**config.mk**
```make
export PLATFORM = sky130hd
export DESIGN_NAME = serial_rx_engine
export DESIGN_NICKNAME = d
export VERILOG_FILES = /design/src/rtl/serial_rx_engine.sv
export SDC_FILE = /design/constraint.sdc
export NUM_CORES = 1
export LEC_CHECK = 0
export BUFFER_PORTS_ARGS = -buffer_cell sky130_fd_sc_hd__clkbuf_2
export CORE_MARGIN = 2
export CORE_UTILIZATION = 50
export DETAILED_ROUTE_END_ITERATION = 7
export PLACE_DENSITY = 0.78
export SLEW_MARGIN = 30
export SYNTH_ARGS = -nofsm -noshare
export SYNTH_HDL_FRONTEND = slang
export SYNTH_SLANG_ARGS = --single-unit
export TNS_END_PERCENT = 100
```
**constraint.sdc**
```tcl
create_clock -name clk -period 5.1 [get_ports clk]
set_clock_uncertainty 0.15 [all_clocks]
set_input_delay 1.02 -clock clk [delete_from_list [all_inputs] [get_ports clk]]
set_output_delay 1.02 -clock clk [all_outputs]
set_load 0.02 [all_outputs]
```
**src/rtl/serial_rx_engine.sv**
```systemverilog
// serial_rx_engine
//   Receive side of the full-duplex serial block. Generates the receive serial
//   clock, samples data_rx on its internal falling edge, and assembles words of
//   DATA_W bits (LSB- or MSB-first). One start command receives BURST words
//   back to back.
//
// Optional feature macro: SERIAL_RX_PARITY_EN
//   Defined:   every frame carries one trailing even-parity bit; parity_err
//              reports the check for each latched word.
//   Undefined: frames are exactly DATA_W bits; parity_err is tied low.
//
// Parameters
//   DATA_W    bits per word (2..64)
//   HALF_DIV  clk cycles per sck_rx half-period (>=1)
//   BURST     words per start command (1..255)
//   LSB_FIRST 1: first bit -> bit 0, 0: first bit -> bit DATA_W-1
//
// Ports
//   clk          clock, rising edge
//   rst          synchronous active-high reset
//   start        begin a burst (sampled only when idle)
//   abort        cancel the burst in progress; wins over start
//   data_rx      serial data, changed by the far end on sck_rx rising edge
//   sck_rx       generated serial clock (registered)
//   receive_data last completed word
//   latch_flag   1-cycle pulse when receive_data updates
//   word_cnt     words latched in the current burst
//   busy         burst in progress
//   finish       1-cycle pulse with the last latch of a burst
//   parity_err   parity check result for the word just latched
module serial_rx_engine #(
  parameter int unsigned DATA_W    = 32,
  parameter int unsigned HALF_DIV  = 1,
  parameter int unsigned BURST     = 1,
  parameter int unsigned LSB_FIRST = 1
) (
  input  logic              clk,
  input  logic              rst,
  input  logic              start,
  input  logic              abort,
  input  logic              data_rx,
  output logic              sck_rx,
  output logic [DATA_W-1:0] receive_data,
  output logic              latch_flag,
  output logic [7:0]        word_cnt,
  output logic              busy,
  output logic              finish,
  output logic              parity_err
);

`ifdef SERIAL_RX_PARITY_EN
  localparam int unsigned FRAME_W = DATA_W + 1;
`else
  localparam int unsigned FRAME_W = DATA_W;
`endif
  localparam int unsigned BCNT_W = $clog2(FRAME_W + 1);
  localparam int unsigned HCNT_W = (HALF_DIV > 1) ? $clog2(HALF_DIV) : 1;

  typedef enum logic [1:0] {
    IDLE,
    SCK_HI,
    SCK_LO
  } state_t;

  state_t              state_q, state_d;
  logic [HCNT_W-1:0]   hcnt_q, hcnt_d;
  logic [BCNT_W-1:0]   bcnt_q, bcnt_d;
  logic [DATA_W-1:0]   shift_q, shift_d;
  logic [DATA_W-1:0]   rdata_q, rdata_d;
  logic [7:0]          wcnt_q, wcnt_d;
  logic                latch_q, latch_d;
  logic                finish_q, finish_d;
  logic                sck_q, sck_d;
  logic                busy_q, busy_d;
  logic                half_done;
  logic [DATA_W-1:0]   shift_in;
`ifdef SERIAL_RX_PARITY_EN
  logic                pacc_q, pacc_d;
  logic                pbit_q, pbit_d;
  logic                perr_q, perr_d;
`endif

  // New bit enters at the end that ends up holding bit 0 (LSB-first) or
  // bit DATA_W-1 (MSB-first) once the whole word has been shifted in.
  assign shift_in = (LSB_FIRST != 0) ? {data_rx, shift_q[DATA_W-1:1]}
                                     : {shift_q[DATA_W-2:0], data_rx};

  always_comb begin
    state_d   = state_q;
    hcnt_d    = hcnt_q;
    bcnt_d    = bcnt_q;
    shift_d   = shift_q;
    rdata_d   = rdata_q;
    wcnt_d    = wcnt_q;
    latch_d   = 1'b0;
    finish_d  = 1'b0;
`ifdef SERIAL_RX_PARITY_EN
    pacc_d    = pacc_q;
    pbit_d    = pbit_q;
    perr_d    = perr_q;
`endif
    half_done = (hcnt_q == HCNT_W'(HALF_DIV - 1));

    unique case (state_q)
      IDLE: begin
        if (start) begin
          state_d = SCK_HI;
          hcnt_d  = '0;
          bcnt_d  = '0;
          wcnt_d  = '0;
`ifdef SERIAL_RX_PARITY_EN
          pacc_d  = 1'b0;
`endif
        end
      end

      SCK_HI: begin
        if (half_done) begin
          // Internal falling edge of sck_rx: sample the bit.
          state_d = SCK_LO;
          hcnt_d  = '0;
          bcnt_d  = bcnt_q + BCNT_W'(1);
`ifdef SERIAL_RX_PARITY_EN
          if (bcnt_q < BCNT_W'(DATA_W)) begin
            shift_d = shift_in;
            pacc_d  = pacc_q ^ data_rx;
          end else begin
            pbit_d  = data_rx;
          end
`else
          shift_d = shift_in;
`endif
        end else begin
          hcnt_d = hcnt_q + HCNT_W'(1);
        end
      end

      SCK_LO: begin
        if (half_done) begin
          hcnt_d = '0;
          if (bcnt_q == BCNT_W'(FRAME_W)) begin
            rdata_d = shift_q;
            latch_d = 1'b1;
            wcnt_d  = wcnt_q + 8'd1;
            bcnt_d  = '0;
`ifdef SERIAL_RX_PARITY_EN
            perr_d  = pacc_q ^ pbit_q;
            pacc_d  = 1'b0;
`endif
            if (({1'b0, wcnt_q} + 9'd1) < 9'(BURST)) begin
              state_d = SCK_HI;
            end else begin
              state_d  = IDLE;
              finish_d = 1'b1;
            end
          end else begin
            state_d = SCK_HI;
          end
        end else begin
          hcnt_d = hcnt_q + HCNT_W'(1);
        end
      end

      default: state_d = IDLE;
    endcase

    // Abort overrides everything decided above: drop the partial word but
    // keep the last completed word and its count.
    if (abort) begin
      state_d  = IDLE;
      rdata_d  = rdata_q;
      wcnt_d   = wcnt_q;
      latch_d  = 1'b0;
      finish_d = 1'b0;
`ifdef SERIAL_RX_PARITY_EN
      perr_d   = perr_q;
`endif
    end

    sck_d  = (state_d == SCK_HI);
    busy_d = (state_d != IDLE);
  end

  always_ff @(posedge clk) begin
    if (rst) begin
      state_q  <= IDLE;
      hcnt_q   <= '0;
      bcnt_q   <= '0;
      shift_q  <= '0;
      rdata_q  <= '0;
      wcnt_q   <= '0;
      latch_q  <= 1'b0;
      finish_q <= 1'b0;
      sck_q    <= 1'b0;
      busy_q   <= 1'b0;
`ifdef SERIAL_RX_PARITY_EN
      pacc_q   <= 1'b0;
      pbit_q   <= 1'b0;
      perr_q   <= 1'b0;
`endif
    end else begin
      state_q  <= state_d;
      hcnt_q   <= hcnt_d;
      bcnt_q   <= bcnt_d;
      shift_q  <= shift_d;
      rdata_q  <= rdata_d;
      wcnt_q   <= wcnt_d;
      latch_q  <= latch_d;
      finish_q <= finish_d;
      sck_q    <= sck_d;
      busy_q   <= busy_d;
`ifdef SERIAL_RX_PARITY_EN
      pacc_q   <= pacc_d;
      pbit_q   <= pbit_d;
      perr_q   <= perr_d;
`endif
    end
  end

  assign sck_rx       = sck_q;
  assign receive_data = rdata_q;
  assign latch_flag   = latch_q;
  assign word_cnt     = wcnt_q;
  assign busy         = busy_q;
  assign finish       = finish_q;
`ifdef SERIAL_RX_PARITY_EN
  assign parity_err   = perr_q;
`else
  assign parity_err   = 1'b0;
`endif

endmodule

```
# == Word level (Yosys, flattened, before mapping) ==
# Index checks and enable logic that the tools add are counted.
# op_classes
bitwise_logic,4
muxes,21
n_addsub,4
order_cmp,1
n_reduce_logical,13
eq_ne,8
# op_table
operator,count
$mux 6,4
$mux 8,3
$pmux 6 s3,1
$pmux 8 s2,1
$mux 2,5
$reduce_and 5->1,2
$add 8x1->9 const B,1
$lt 9x1->1 const B,1
$add 8x1->8 const B,1
$ne 2x2->1 const B,4
$add 6x1->6 const B,1
$eq 6x6->1 const B,1
$pmux 2 s3,1
$reduce_bool 2->1,3
$mux 1,5
$reduce_or 5->1,1
$eq 2x1->1 const B,2
$not 1->1,4
$reduce_and 2->1,2
$reduce_and 4->1,1
$reduce_or 4->1,1
$reduce_bool 3->1,1
$eq 2x2->1 const B,1
$logic_not 2->1,1
3 further kinds,3
# word_totals
regBits,85
in_bits,5
out_inout_bits,45
word_cells,61

# == Logic depth before layout (Yosys ltp) ==
# Gate-level depths: netlist of the first run.
# depth
word_depth,8
ltp_mapped,8
ltp_nobuf,6

# == Worst setup path before layout of the first run ==
# No wires, ideal clock.
# synth_path
path_type,input-to-reg
start,input port abort
end,"register wcnt_q[6], in the netlist word_cnt[6]"
t_arrival_ns,2.012
setup_slack_ns,2.850
setup_ns,0.088
path_buffers,2
t_required_ns,4.862
stages,6
cell_sequence,and4bb_1 -> and3_1 -> buf_4 -> buf_6 -> a41oi_1 -> a311oi_2
# synth_between
elab_chain_cells,2
# synth_lines
item,line,rtl
"start, declared",40,"input logic abort,"
$not 1->1 (no line),-,
$reduce_and 5->1 (no line),-,
"end signal, assigned",207,wcnt_q <= wcnt_d;
"end, declared",70,"logic [7:0] wcnt_q, wcnt_d;"
# Every way passes these cells.
# A chain may end at the register's enable or synchronous reset.

# == Worst setup path after layout of the first run ==
# Same ends and word-level chain as after synthesis.

==> results of run 1 <==
## registers in the layout, summed over array words and instances (netlist names)
name	count
finish	1
latch_flag	1
bcnt_q	6
shift_q	32
receive_data	32
state_q	2
sck_rx	1
busy	1
word_cnt	8
## per-stage QoR
stage                     hold slack [ns]  utilization, %  setup WS, ns  power (mW)  cell area (µm²)
final                               0.303            58.2          2.63        1.12             3700
after global routing                0.325            58.2          2.53        1.16             3700
after CTS                           0.307            58.2          2.68        1.13             3700
after detailed placement            0.296            55.4          2.31       0.706             3520
after global placement              0.290            55.4          2.41       0.706             3520
after floorplan                     0.287               -          2.85       0.699             3280
## kinds of logic after synthesis
family          share of synthesized area [%]
compound gates                           17.9
xor+xnor                                0.801
fa+ha+maj                                1.14
buf+inv                                  4.77
flops                                    51.2
other cells                             0.114
simple gates                             24.0
## per-layer routing
metal	wire length [µm]	vias up	GRT usage, %
li1	-	1442	-
met1	3000	1345	23.5
met4	119	0	9.81
met2	3380	58	33.4
met3	305	10	3.40
met5	0	-	0
## cell usage in the layout (no fill, tap or decap), types with 2 or more instances in the layout
cell	instances
o21ai_0	9
and3_1	5
a22oi_1	2
clkbuf_8	10
nand2_1	135
nand4_1	4
a21oi_1	71
or3_1	2
clkinvlp_4	3
a31oi_1	4
nor3_1	6
nand2b_1	3
a41oi_1	2
a311oi_1	2
ha_1	3
xor2_1	3
dfxtp_1	84
nor2_1	10
nand3_1	6
and2_1	3
clkbuf_2	48
a211oi_1	2
buf_4	5
inv_1	5
## worst paths after layout
kind,start,endpoint,slack [ns],depth (start not counted)
worst min-delay path,receive_data[8]$_SDFFE_PP0P_,receive_data[8]$_SDFFE_PP0P_,0.30,2
worst max register to register,bcnt_q[0]$_SDFFE_PP0P_,word_cnt[5]$_SDFFE_PP0P_,2.94,7
worst max-delay path,abort,word_cnt[6]$_SDFFE_PP0P_,2.63,6
worst min register to register,receive_data[8]$_SDFFE_PP0P_,receive_data[8]$_SDFFE_PP0P_,0.30,2
## tightest hold or removal path, cell delays in order (launching register included)
cell     delay, ns
dfxtp_1       0.31
nand2_1       0.05
a21oi_1       0.05
## where the power goes
part | switching, mW | total [mW] | internal (mW)
registers | 0.00190 | 0.659 | 0.657
logic | 0.0248 | 0.0318 | 0.00695
clock network | 0.235 | 0.426 | 0.191
total | 0.262 | 1.12 | 0.855
## layout make-up
class | count | area share, %
Tap cell | 77 | 2.60
Timing Repair Buffer | 53 | 7.51
Inverter | 5 | 0.507
Clock inverter | 5 | 0.981
Sequential cell | 84 | 45.5
Multi-Input combinational cell | 289 | 39.1
Clock buffer | 11 | 3.82
==> flow_summary.toml, run 1 <==
[worst_setup_path]
path_buf_inv = 2
critical-path-top-delay-family = "buffers and inverters"
cpMaxStageDelayCell = "buf_4"
path_cells = "clkbuf_2 > and4bb_1 > and3_1 > buf_4 > a41oi_1 > a311oi_2"
arrival_ns = 2.58
critPathLaunchType = "input pin"
path_class = "in -> reg"
end_kind = "flop"
slowest_delay_ns = 0.37
crit_required_ns = 5.22
cp_max_fo = 42

[layout]
register_area_um2 = 1680
n_antenna_cell = 0
syn_to_final_growth_pct = 12.7
multi_input_area_um2 = 1450
fin_nets = 450
fillers = 601
final_cells = 524
drive_above_1_share_pct = 17.0

[cts]
path_clk_slew_ns = 0.08
numCtsBuffers = 9
cts_tree = "yes"
cts_buffer_depth = 2
cts-root-buf = "clkbuf_8"
clk_latency_ns = 0.36
ctsResizeCount = 0
numClockSinks = 84
holdBufCountCts = 0
htree_levels = 3
postCtsSetupBuffers = 0

[routing]
routed_via_density = 5.45
wirelength_um = 6800
route.detailed.drc = 0
drt_pass1_iterations = 4
wl_per_cell_um = 13.0
drtIter0Drc = 139
dr_total_vias = 2855
ant_nets = 0

[global_route]
overflow = 0
grt_pass1_wl_um = 11500
track_usage_pct = 19.5
grt_pass1_vias = 2643
grt_max_degree = 80
grt_antenna_before_repair = 0

[power_and_ir_drop]
leakage_nw = 1.31
ir_drop_mv = 0.149
powerDensity_nw_per_um2 = 302

[die]
io_pins = 50
fp.dieW_um = 85.0
coreArea_um2 = 6350
rows = 29
fp.dieH_um = 85.0
dieArea_um2 = 7230
start_util_pct = 51.7

[placement]
portBuffers = 48
hpwl_um = 4290
dpl.cell_count = 508
gp_congestion = 0.828

[outcome]
status = "finished clean"

[timing]
setup_viol = 0
fin_crit_sh_pct = 48.4
slew-limit-headroom_pct = 48.0
worstMarginPinSlew_ns = 0.781
slew_viol_final = 0
period_needed_ns = 2.47
rsz0062_at_grt = "false"
max_freq_ghz = 0.406
hold_viol = 0
setup-tns-final_ns = 0

[yosys]
syn_area_um2 = 3280
synthTopCellsByCount = "nand2_1, dfxtp_1, a21oi_1"
yosysUniqueCellTypes = 42
ys_async_sr_fraction_pct = 0
synth-seq-cells = 84
syn_nets = 416
ys.warnings.count = 0
yosysTopAreaCell = "dfxtp_1"
synth.area.top_cells = "dfxtp_1, nand2_1, a21oi_1"
synth_ff_type = "dfxtp_1"
syn_area_per_cell_um2 = 8.04
yosysMostFrequentCell = "nand2_1"
syn_inst = 408
synth_top_area_share_pct = 51.2
yosysSeqAreaShare_pct = 51.2
synth-edff-count = 0

[min_path]
hp-class = "reg -> reg"

[job]
drv_cap = 0
Power figures use the tool's default switching activity.
==> run 2: changes to the inputs <==
==> constraint.sdc (replaced) <==
create_clock -name clk -period 2.45 [get_ports clk]
set_clock_uncertainty 0.15 [all_clocks]
set_input_delay 0.49 -clock clk [delete_from_list [all_inputs] [get_ports clk]]
set_output_delay 0.49 -clock clk [all_outputs]
set_load 0.02 [all_outputs]
==> flow_summary.toml, run 2 (synthesized netlist as in run 1, its figures left out) <==
[placement]
portBuffers = 48
gp_congestion = 0.819
hpwl_um = 4310

[power_and_ir_drop]
power.share.clock_pct = 40.7
ir_drop_mv = 0.356
p_seq_share_pct = 56.5
p_comb_share_pct = 2.8
p_int_mw = 1.86
sw_frac_of_total_pct = 23.3
total_power_mw = 2.43
leakage_nw = 1.34
powerDensity_nw_per_um2 = 649
p_sw_mw = 0.566

[min_path]
hp-class = "in -> reg"

[worst_setup_path]
cpMaxStageDelayCell = "a32oi_1"
arrival_ns = 2.14
slowest_delay_ns = 0.46
path_class = "reg -> reg"
critPathLaunchType = "flop"
cp_max_fo = 7
path_cells = "inv_1 > ha_1 > and2_1 > a32oi_1 > nor2_1 > a311oi_1"
crit_required_ns = 2.57
end_kind = "flop"

[layout]
final_common_cell = "nand2_1"
final_core_util_pct = 59.0
n_antenna_cell = 0
fin_nets = 452
final_cell_mix = "nand2_1, dfxtp_1, a21oi_1, clkbuf_2, nor2_1"
drive_above_1_share_pct = 17.4
syn_to_final_growth_pct = 14.2

[cts]
postCtsSetupBuffers = 0
htree_levels = 3
numCtsBuffers = 9
ctsResizeCount = 0
path_clk_slew_ns = 0.08
cts-root-buf = "clkbuf_8"
cts_buffer_depth = 2
cts_tree = "yes"
numClockSinks = 84
holdBufCountCts = 0
clk_latency_ns = 0.36

[timing]
slew_viol_final = 0
rsz0062_at_grt = "false"
max_freq_ghz = 0.494
slew-limit-headroom_pct = 65.1
setup_viol = 0
setup-tns-final_ns = 0
fin_crit_sh_pct = 82.6
worstMarginPinSlew_ns = 0.524
hold_viol = 0
period_needed_ns = 2.02
holdWs_ns = 0.232

[global_route]
track_usage_pct = 19.7
overflow = 0
grt_max_degree = 75
grt_antenna_before_repair = 0
grt_pass1_wl_um = 11500
grt_pass1_vias = 2554

[routing]
routed_via_density = 5.45
route.detailed.drc = 0
ant_nets = 0
drt_pass1_iterations = 5
wirelength_um = 6710
wl_per_cell_um = 12.8
dr_total_vias = 2865
drtIter0Drc = 239

[job]
drv_cap = 0

[die]
coreArea_um2 = 6350
dieArea_um2 = 7230
fp.dieW_um = 85.0
rows = 29
fp.dieH_um = 85.0
io_pins = 50
start_util_pct = 51.7

[outcome]
status = "finished clean"
[run 2: cell types whose count changed in the layout (fill, tap and decap cells not counted), sizes merged]
cell / previous run / this run
buf: 5 / 7
bufinv: 0 / 1
clkbuf: 59 / 58
clkinvlp: 3 / 2
inv: 6 / 7
[run 2: path summary, 6_finish.rpt]
path	depth (start not counted)	end	slack (ns)	start
min	3	shift_q[31]$_SDFFE_PP0P_	0.23	data_rx
max reg2reg	6	word_cnt[3]$_SDFFE_PP0P_	0.43	bcnt_q[0]$_SDFFE_PP0P_
min reg2reg	2	receive_data[0]$_SDFFE_PP0P_	0.30	receive_data[0]$_SDFFE_PP0P_
max	6	word_cnt[3]$_SDFFE_PP0P_	0.43	bcnt_q[0]$_SDFFE_PP0P_
[run 2: power by group through the flow]
stage	clock network (mW)	registers (mW)	logic (mW)
4_1_cts	1.01	1.37	0.0683
3_3_place_gp	0	1.40	0.0680
5_1_grt	1.07	1.37	0.0751
3_5_place_dp	0	1.40	0.0680
2_1_floorplan	0	1.40	0.0501
6_report	0.990	1.37	0.0682
[run 2: cell type report]
cell class / count / area (µm²)
fill: 568 / 2600
clock buffer: 10 / 128
timing repair buffer: 55 / 305
multi-input combinational: 289 / 1450
tap: 77 / 96.3
sequential: 84 / 1680
inverter: 5 / 18.8
clock inverter: 6 / 71.3
[run 2: critical path: cells and delay by family, from the launching register on]
family | cells | cell delay, ns
fa+ha+maj | 1 | 0.20
simple gates | 2 | 0.37
compound gates | 2 | 0.73
buf+inv | 1 | 0.07
flops | 1 | 0.42
[run 2: metrics by stage]
step | worst slack, ns | std cells | cell area, µm²
2_1_floorplan | 0.646 | 408 | 3280
3_3_place_gp | 0.369 | 510 | 3550
3_5_place_dp | 0.299 | 510 | 3550
4_1_cts | 0.427 | 526 | 3750
5_1_grt | 0.244 | 526 | 3750
6_report | 0.426 | 526 | 3750
[run 2: metal layers]
layer / routed length (µm) / vias up / global-route usage [%] / share of wire (%)
met5: 0 / - / 0 / 0
li1: - / 1454 / - / -
met2: 3100 / 85 / 30.9 / 46
met4: 99 / 0 / 8.80 / 1.5
met1: 3110 / 1318 / 25.5 / 46
met3: 398 / 8 / 5.25 / 5.9
==> run 3: changes to the inputs <==
==> constraint.sdc (replaced) <==
create_clock -name clk -period 1.95 [get_ports clk]
set_clock_uncertainty 0.15 [all_clocks]
set_input_delay 0.39 -clock clk [delete_from_list [all_inputs] [get_ports clk]]
set_output_delay 0.39 -clock clk [all_outputs]
set_load 0.02 [all_outputs]
==> flow_summary.toml, run 3 (synthesized netlist as in run 1, its figures left out) <==
[outcome]
status = "finished clean"

[cts]
holdBufCountCts = 0
numCtsBuffers = 9
postCtsSetupBuffers = 0
cts_buffer_depth = 2
cts_tree = "yes"
ctsResizeCount = 0
path_clk_slew_ns = 0.08
numClockSinks = 84
cts-root-buf = "clkbuf_8"
clk_latency_ns = 0.35
htree_levels = 3

[worst_setup_path]
critical_path.startpoint = "bcnt_q[0]$_SDFFE_PP0P_"
end_kind = "flop"
crit_required_ns = 2.03
cp_max_fo = 10
arrival_ns = 1.89
path_class = "reg -> reg"
critPathLaunchType = "flop"
slowest_delay_ns = 0.38
r2r_end = "word_cnt[5]$_SDFFE_PP0P_"
r2r_slack_ns = 0.14
path_cells = "inv_1 > ha_1 > and4bb_1 > and3_2 > a2111oi_0 > a211oi_1"
cpMaxStageDelayCell = "a2111oi_0"
r2r-start = "bcnt_q[0]$_SDFFE_PP0P_"
reg2reg_depth = 6

[global_route]
track_usage_pct = 20.3
grt_pass1_vias = 2728
overflow = 0
grt_max_degree = 77
grt_antenna_before_repair = 0
grt_pass1_wl_um = 12000

[placement]
hpwl_um = 4570
gp_congestion = 0.851
dpl.cell_count = 522
placed_area_um2 = 3640
detailedPlace.worstSlack_ns = 0.0181
portBuffers = 48

[power_and_ir_drop]
p_sw_mw = 0.694
power.share.clock_pct = 40.7
powerDensity_nw_per_um2 = 798
p_int_mw = 2.38
ir_drop_mv = 0.465
sw_frac_of_total_pct = 22.6
leakage_nw = 1.41
total_power_mw = 3.07
p_seq_share_pct = 56.1
p_comb_share_pct = 3.2

[routing]
routed_via_density = 5.39
dr_total_vias = 2901
wl_per_cell_um = 12.9
drtIter0Drc = 146
wirelength_um = 6940
route.detailed.drc = 0
ant_nets = 0
drt_pass1_iterations = 4

[min_path]
hold_path_startpoint = "data_rx"
hp-class = "in -> reg"
whs_path_depth = 3
min_to = "shift_q[31]$_SDFFE_PP0P_"

[timing]
setup-tns-final_ns = 0
rsz0062_at_grt = "false"
fin_crit_sh_pct = 92.9
worst_slack_ns = 0.138
setup_viol = 0
holdWs_ns = 0.120
slew_viol_final = 0
hold_viol = 0
max_freq_ghz = 0.552
period_needed_ns = 1.81

[die]
fp.dieH_um = 85.0
start_util_pct = 51.7
rows = 29
coreArea_um2 = 6350
io_pins = 50
fp.dieW_um = 85.0
dieArea_um2 = 7230

[layout]
final_cells = 538
final_area_um2 = 3850
final_core_util_pct = 60.6
fillers = 558
fin_nets = 464
final_cell_mix = "nand2_1, dfxtp_1, a21oi_1, clkbuf_2, buf_4"
drive_above_1_share_pct = 20.2
final_common_cell = "nand2_1"
n_antenna_cell = 0
syn_to_final_growth_pct = 17.3

[job]
drv_cap = 0
run 3: cell types whose count changed in the layout (fill, tap and decap cells not counted):
cell        delta
buf_4         +12
a32oi_1        -1
a32oi_2        +1
and3_1         -1
and3_2         +1
clkbuf_8       +1
clkinv_2       +1
clkinvlp_4     -1
dfxtp_1        -1
dfxtp_2        +1
inv_6          -1
run 3: layout make-up:
| cell class | instances | area (µm²) | area share [%] |
|---|---|---|---|
| clock buffers | 11 | 141 | 3.67 |
| clock inverters | 5 | 60.1 | 1.56 |
| inverters | 5 | 18.8 | 0.487 |
| multi-input cells | 289 | 1460 | 37.8 |
| flip-flops and latches | 84 | 1680 | 43.7 |
| well taps | 77 | 96.3 | 2.50 |
| repair buffers | 67 | 395 | 10.3 |
run 3: routing by layer:
layer | global-route usage [%] | up-vias | routed length [µm]
met3 | 5.35 | 9 | 350
met4 | 8.66 | 0 | 92
met5 | 0 | - | 0
met2 | 32.2 | 74 | 3270
met1 | 26.2 | 1347 | 3230
li1 | - | 1471 | -
run 3: power by group through the flow:
stage               registers [mW]  logic, mW  clock network (mW)
global placement              1.76     0.0958                   0
CTS                           1.72     0.0967                1.28
global route                  1.72      0.107                1.35
floorplan                     1.77     0.0629                   0
detailed placement            1.76     0.0966                   0
finish                        1.72     0.0984                1.25
run 3: worst max-delay path, delay by kind of cell (launching register included):
family | cells | cell delay [ns]
DFF | 1 | 0.33
AOI/OAI and AO/OA | 2 | 0.47
buffers and inverters | 1 | 0.05
adders and majority gates | 1 | 0.20
and+or+nand+nor | 2 | 0.49
run 3: worst max-delay path by stage:
| stage | endpoint | cells past startpoint |
|---|---|---|
| after global routing | receive_data[29]$_SDFFE_PP0P_ | 7 |
| after floorplan | word_cnt[6]$_SDFFE_PP0P_ | 8 |
| final | word_cnt[5]$_SDFFE_PP0P_ | 6 |
| after detailed placement | receive_data[28]$_SDFFE_PP0P_ | 6 |
| after CTS | receive_data[29]$_SDFFE_PP0P_ | 7 |
| after global placement | receive_data[12]$_SDFFE_PP0P_ | 6 |
